**config.mk**
```make
export PLATFORM = sky130hd
export DESIGN_NAME = mem_stage
export DESIGN_NICKNAME = d
export VERILOG_FILES = /design/src/rtl/mem_stage.sv
export SDC_FILE = /design/constraint.sdc
export NUM_CORES = 1
export LEC_CHECK = 0
export ABC_AREA = 1
export CORE_MARGIN = 2
export CORE_UTILIZATION = 35
export DETAILED_ROUTE_END_ITERATION = 16
export MAX_ROUTING_LAYER = met4
export PLACE_DENSITY = 0.81
export SYNTH_ARGS = -nofsm -noshare
export SYNTH_HDL_FRONTEND = slang
export SYNTH_SLANG_ARGS = --single-unit
```
**constraint.sdc**
```tcl
create_clock -name clk -period 2.2 [get_ports clk]
set_input_delay 0.44 -clock clk [delete_from_list [all_inputs] [get_ports clk]]
set_output_delay 0.44 -clock clk [all_outputs]
set_load 0.02 [all_outputs]
```
**src/rtl/mem_stage.sv**
```systemverilog
// mem_stage: memory-access stage ahead of write-back.
// Issues loads/stores on a req/gnt/rvalid data bus, stalls the pipeline while
// the access is in flight, and registers the aligned, extended load result.
// Optional response timeout: define DBUS_TIMEOUT_EN.
module mem_stage #(
  parameter int N            = 32,
  parameter int RESP_TIMEOUT = 255
) (
  input  logic         clk,
  input  logic         rst_n,
  input  logic         mem_read,
  input  logic         mem_write,
  input  logic [2:0]   funct3,
  input  logic [N-1:0] alu_out,
  input  logic [N-1:0] store_data,
  output logic         stall,
  output logic         misalign,
  output logic [N-1:0] mem_out,
  output logic         dbus_req,
  output logic         dbus_we,
  output logic [N-1:0] dbus_addr,
  output logic [3:0]   dbus_be,
  output logic [N-1:0] dbus_wdata,
  input  logic         dbus_gnt,
  input  logic         dbus_rvalid,
  input  logic [N-1:0] dbus_rdata,
  output logic         bus_err
);

  typedef enum logic [1:0] {S_IDLE, S_REQ, S_WAIT, S_DONE} state_t;

  state_t       state_q, state_d;
  logic [N-1:0] mem_out_q, mem_out_d;
  logic         timeout;

  logic       is_write;
  logic       is_read;
  logic       access;
  logic [1:0] lane;
  logic [1:0] size;
  logic       aligned;

  // Pick the byte/half selected by the address and sign- or zero-extend it.
  function automatic logic [N-1:0] fmt_load(input logic [2:0]   f3,
                                             input logic [1:0]   ln,
                                             input logic [N-1:0] w);
    logic [7:0]  b;
    logic [15:0] h;
    b = w[8*ln +: 8];
    h = ln[1] ? w[31:16] : w[15:0];
    case (f3)
      3'b000:  fmt_load = {{(N-8){b[7]}}, b};
      3'b001:  fmt_load = {{(N-16){h[15]}}, h};
      3'b100:  fmt_load = {{(N-8){1'b0}}, b};
      3'b101:  fmt_load = {{(N-16){1'b0}}, h};
      default: fmt_load = w;
    endcase
  endfunction

  // Decode access type, size and alignment; store wins over load.
  always_comb begin
    is_write = mem_write;
    is_read  = mem_read & ~mem_write;
    access   = mem_read | mem_write;
    lane     = alu_out[1:0];
    size     = funct3[1:0];
    case (size)
      2'b00:   aligned = 1'b1;
      2'b01:   aligned = ~alu_out[0];
      default: aligned = (alu_out[1:0] == 2'b00);
    endcase
  end

  // Bus request fields track the (stalled, hence stable) instruction inputs.
  always_comb begin
    dbus_we   = is_write;
    dbus_addr = {alu_out[N-1:2], 2'b00};
    case (size)
      2'b00: begin
        dbus_be    = 4'b0001 << lane;
        dbus_wdata = {4{store_data[7:0]}};
      end
      2'b01: begin
        dbus_be    = alu_out[1] ? 4'b1100 : 4'b0011;
        dbus_wdata = {2{store_data[15:0]}};
      end
      default: begin
        dbus_be    = 4'b1111;
        dbus_wdata = store_data;
      end
    endcase
  end

  // Next-state, stall/request outputs and load-result capture.
  always_comb begin
    state_d   = state_q;
    mem_out_d = mem_out_q;
    stall     = 1'b0;
    dbus_req  = 1'b0;
    misalign  = 1'b0;
    case (state_q)
      S_IDLE: begin
        if (access) begin
          if (aligned) begin
            stall   = 1'b1;
            state_d = S_REQ;
          end else begin
            misalign = 1'b1;
          end
        end
      end
      S_REQ: begin
        dbus_req = 1'b1;
        stall    = 1'b1;
        if (dbus_gnt) begin
          if (is_write) begin
            state_d = S_DONE;
          end else if (dbus_rvalid) begin
            mem_out_d = fmt_load(funct3, lane, dbus_rdata);
            state_d   = S_DONE;
          end else begin
            state_d = S_WAIT;
          end
        end else if (timeout) begin
          state_d = S_DONE;
          if (is_read) mem_out_d = '0;
        end
      end
      S_WAIT: begin
        stall = 1'b1;
        if (dbus_rvalid) begin
          mem_out_d = fmt_load(funct3, lane, dbus_rdata);
          state_d   = S_DONE;
        end else if (timeout) begin
          state_d = S_DONE;
          if (is_read) mem_out_d = '0;
        end
      end
      default: begin
        state_d = S_IDLE;
      end
    endcase
  end

  // State and registered load result.
  always_ff @(posedge clk) begin
    if (!rst_n) begin
      state_q   <= S_IDLE;
      mem_out_q <= '0;
    end else begin
      state_q   <= state_d;
      mem_out_q <= mem_out_d;
    end
  end

  assign mem_out = mem_out_q;

`ifdef DBUS_TIMEOUT_EN
  localparam int CNT_W = $clog2(RESP_TIMEOUT + 1);

  logic [CNT_W-1:0] cnt_q, cnt_d;
  logic             bus_err_q, bus_err_d;
  logic             busy;

  // Count cycles spent in REQ/WAIT; the last counted cycle forces DONE.
  always_comb begin
    busy      = (state_q == S_REQ) || (state_q == S_WAIT);
    timeout   = busy && (cnt_q == CNT_W'(RESP_TIMEOUT - 1));
    cnt_d     = busy ? cnt_q + 1'b1 : '0;
    bus_err_d = bus_err_q |
                (timeout && (((state_q == S_REQ) && !dbus_gnt) ||
                             ((state_q == S_WAIT) && !dbus_rvalid)));
  end

  // Timeout counter and sticky error flag.
  always_ff @(posedge clk) begin
    if (!rst_n) begin
      cnt_q     <= '0;
      bus_err_q <= 1'b0;
    end else begin
      cnt_q     <= cnt_d;
      bus_err_q <= bus_err_d;
    end
  end

  assign bus_err = bus_err_q;
`else
  assign timeout = 1'b0;
  assign bus_err = 1'b0;
`endif

endmodule

```
==> out/metrics.yaml <==
critPathMaxFanout: 3
hold_class: "register to register"
drive_gt1_share_pct: 10.7
worst_slack_ns: 0.0587
drv_slew: 0
drc: 0
fin_util_pct: 53.4
fin_crit_ns: 2.14
vdd.ir_drop.worst_v: 0.000385
vias_per_cell: 4.81
dr_wl_met3_um: 677
startpoint: "store_data[2]"
overflow: 0
period_share_pct: 97.3
fmax_mhz: 467
endpoint_kind: "output pin"
die_area_um2: 8930
cts_tree: "done"
first_iter_violations: 127
r2r_end: "mem_out[19]"
cts_buffer_depth: 2
cts_buffers: 5
regArea_um2: 681
cts_max_level: 2
grtUsageTotal_pct: 23.3
drt_pre_antenna_iters: 4
crit_arrival_ns: 1.70
clkLatencyLatePin_ns: 0.29
place_area_um2: 4180
core-area_um2: 8090
top_layer: "met4"
whs_ns: 0.523
p_leak_nw: 2.12
rsz0062_at_grt: "false"
crit_required_ns: 1.76
final.setup_skew_ns: 0.00980
ctsHoldBuffers: 0
holdPathEnd: "mem_out[13]"
die_h_um: 94.5
r2r-start: "state_q[1]"
clock-sinks: 34
vias: 3433
clockRootBuffer: "clkbuf_8"
grt_pass1_vias: 3422
reg2reg_depth: 9
antenna_found_initial: 0
critPathKind: "primary input to output pin"
totalPowerFinal_mw: 3.37
route.met2.wl_um: 4850
finalWeightedCongestion: 0.914
area_growth_pct: 50.7
grt_pass1_wl_um: 16000
power_density_nw_per_um2: 780
synth-seq-cells: 34
min-delay-start: "mem_out[13]"
rows: 33
fin_cells: 714
cp-start-kind: "primary input"
initial_core_util_pct: 35.4
dpl.hpwl_um: 7580
wl_met1_um: 3860
die_x_um: 94.5
r2r_setup_slack_ns: 0.46
grt_max_degree: 65
final_area_um2: 4320
synthCells: 492
drv_cap: 0
antennaDiodeCount: 0
dp.cells: 700
synth.yosys.warnings: 0
status: "finished, final reports clean"
finalSetupTns_ns: 0
io_buffer_count: 146
multi_input_area_um2: 1550
setup_viol: 0
hold_viol: 0
fillers: 843
netlist_area_um2: 2870
routed_wl_um: 9740
post-place-ws_ns: -0.508
yosysSeqAreaShare_pct: 23.8
ioPinCount: 210
hold_depth: 2
avgRoutedWirePerCell_um: 13.6
avgSynthCellArea_um2: 5.82
clk_pin_slew_ns: 0.08
ant_nets: 0
layout.nets: 717
ys_types: 25
layout by cell type (no fill, tap or decap), drive strengths merged:
cell type	count
nand2	163
clkdlybuf4s50	119
nor2	59
o21ai	52
inv	47
buf	37
dfxtp	34
a21oi	25
nand3	15
o211ai	11
clkdlybuf4s15	9
o21bai	7
dlygate4sd2	6
clkbuf	5
ha	4
conb	3
dlymetal6s2s	3
clkinvlp	2
o22ai	2
clkinv	2
or2	1
o21a	1
nor3	1
bufinv	1
cell families (layout without fill, tap and decap cells):
family          count (synthesis)  after routing  share of synthesized area (%)
simple gates                  239            239                           32.9
fa+ha+maj                       4              4                           1.75
other cells                     1              3                          0.131
compound gates                 98             98                           18.9
flops                          34             34                           23.8
buf+inv                       116            231                           22.6
report_power, final:
part / internal (mW) / switching (mW)
clock: 0.334 / 0.246
combinational: 0.834 / 1.02
sequential: 0.823 / 0.111
total: 1.99 / 1.38
registers in the layout, summed over array words and instances (netlist names):
register / cells
mem_out: 32
state_q: 2
worst max-delay path, cell delays in order:
cell and delay, ns:
clkdlybuf4s50_1 0.53, nand2_1 0.07, nand2_1 0.05, clkdlybuf4s50_1 0.60
layer usage:
layer	global-route usage, %	vias to the layer above
li1	-	1721
met4	9.54	0
met1	25.0	1552
met5	-	-
met2	41.4	128
met3	5.43	32
Yosys cell counts:
cell type	n	area (um2)
a21oi_1	25	125
buf_4	44	330
nand2_1	161	604
nand2_2	1	6.26
buf_6	5	56.3
inv_1	45	169
o21bai_1	7	52.6
buf_1	3	11.3
o21a_1	1	7.51
ha_1	4	50.1
o22ai_1	2	12.5
o211ai_1	11	82.6
nor3_4	1	16.3
dfxtp_1	34	681
o21ai_1	20	100
nor2_1	58	218
clkbuf_1	9	33.8
nand2_4	1	11.3
inv_2	3	11.3
conb_1	1	3.75
o21ai_0	32	160
or2_2	1	6.26
nor2_2	1	6.26
buf_2	7	35.0
nand3_1	15	75.1
worst max path at each step:
stage / end / cells past startpoint
after global placement: dbus_wdata[29] / 7
after floorplan: dbus_wdata[12] / 5
after global routing: dbus_be[3] / 4
after detailed placement: dbus_wdata[31] / 7
final: dbus_wdata[18] / 4
after CTS: dbus_wdata[19] / 4
cell type report:
| type | count | area share (%) |
|---|---|---|
| Timing Repair inverter | 1 | 0.174 |
| Clock inverter | 3 | 0.927 |
| Clock buffer | 5 | 1.59 |
| Multi-Input combinational cell | 344 | 36.0 |
| Inverter | 48 | 4.26 |
| Sequential cell | 34 | 15.8 |
| Timing Repair Buffer | 174 | 38.3 |
| Tap cell | 105 | 3.04 |
timing repair:
| item | in CTS | in global routing |
|---|---|---|
| buffers inserted | 5 | 0 |
| pin swaps | 1 | 0 |
| endpoints found under the setup margin | 22 | 3 |
| resized for setup | 75 | 4 |
| cloned | 1 | 0 |
Power figures use the tool's default switching activity.
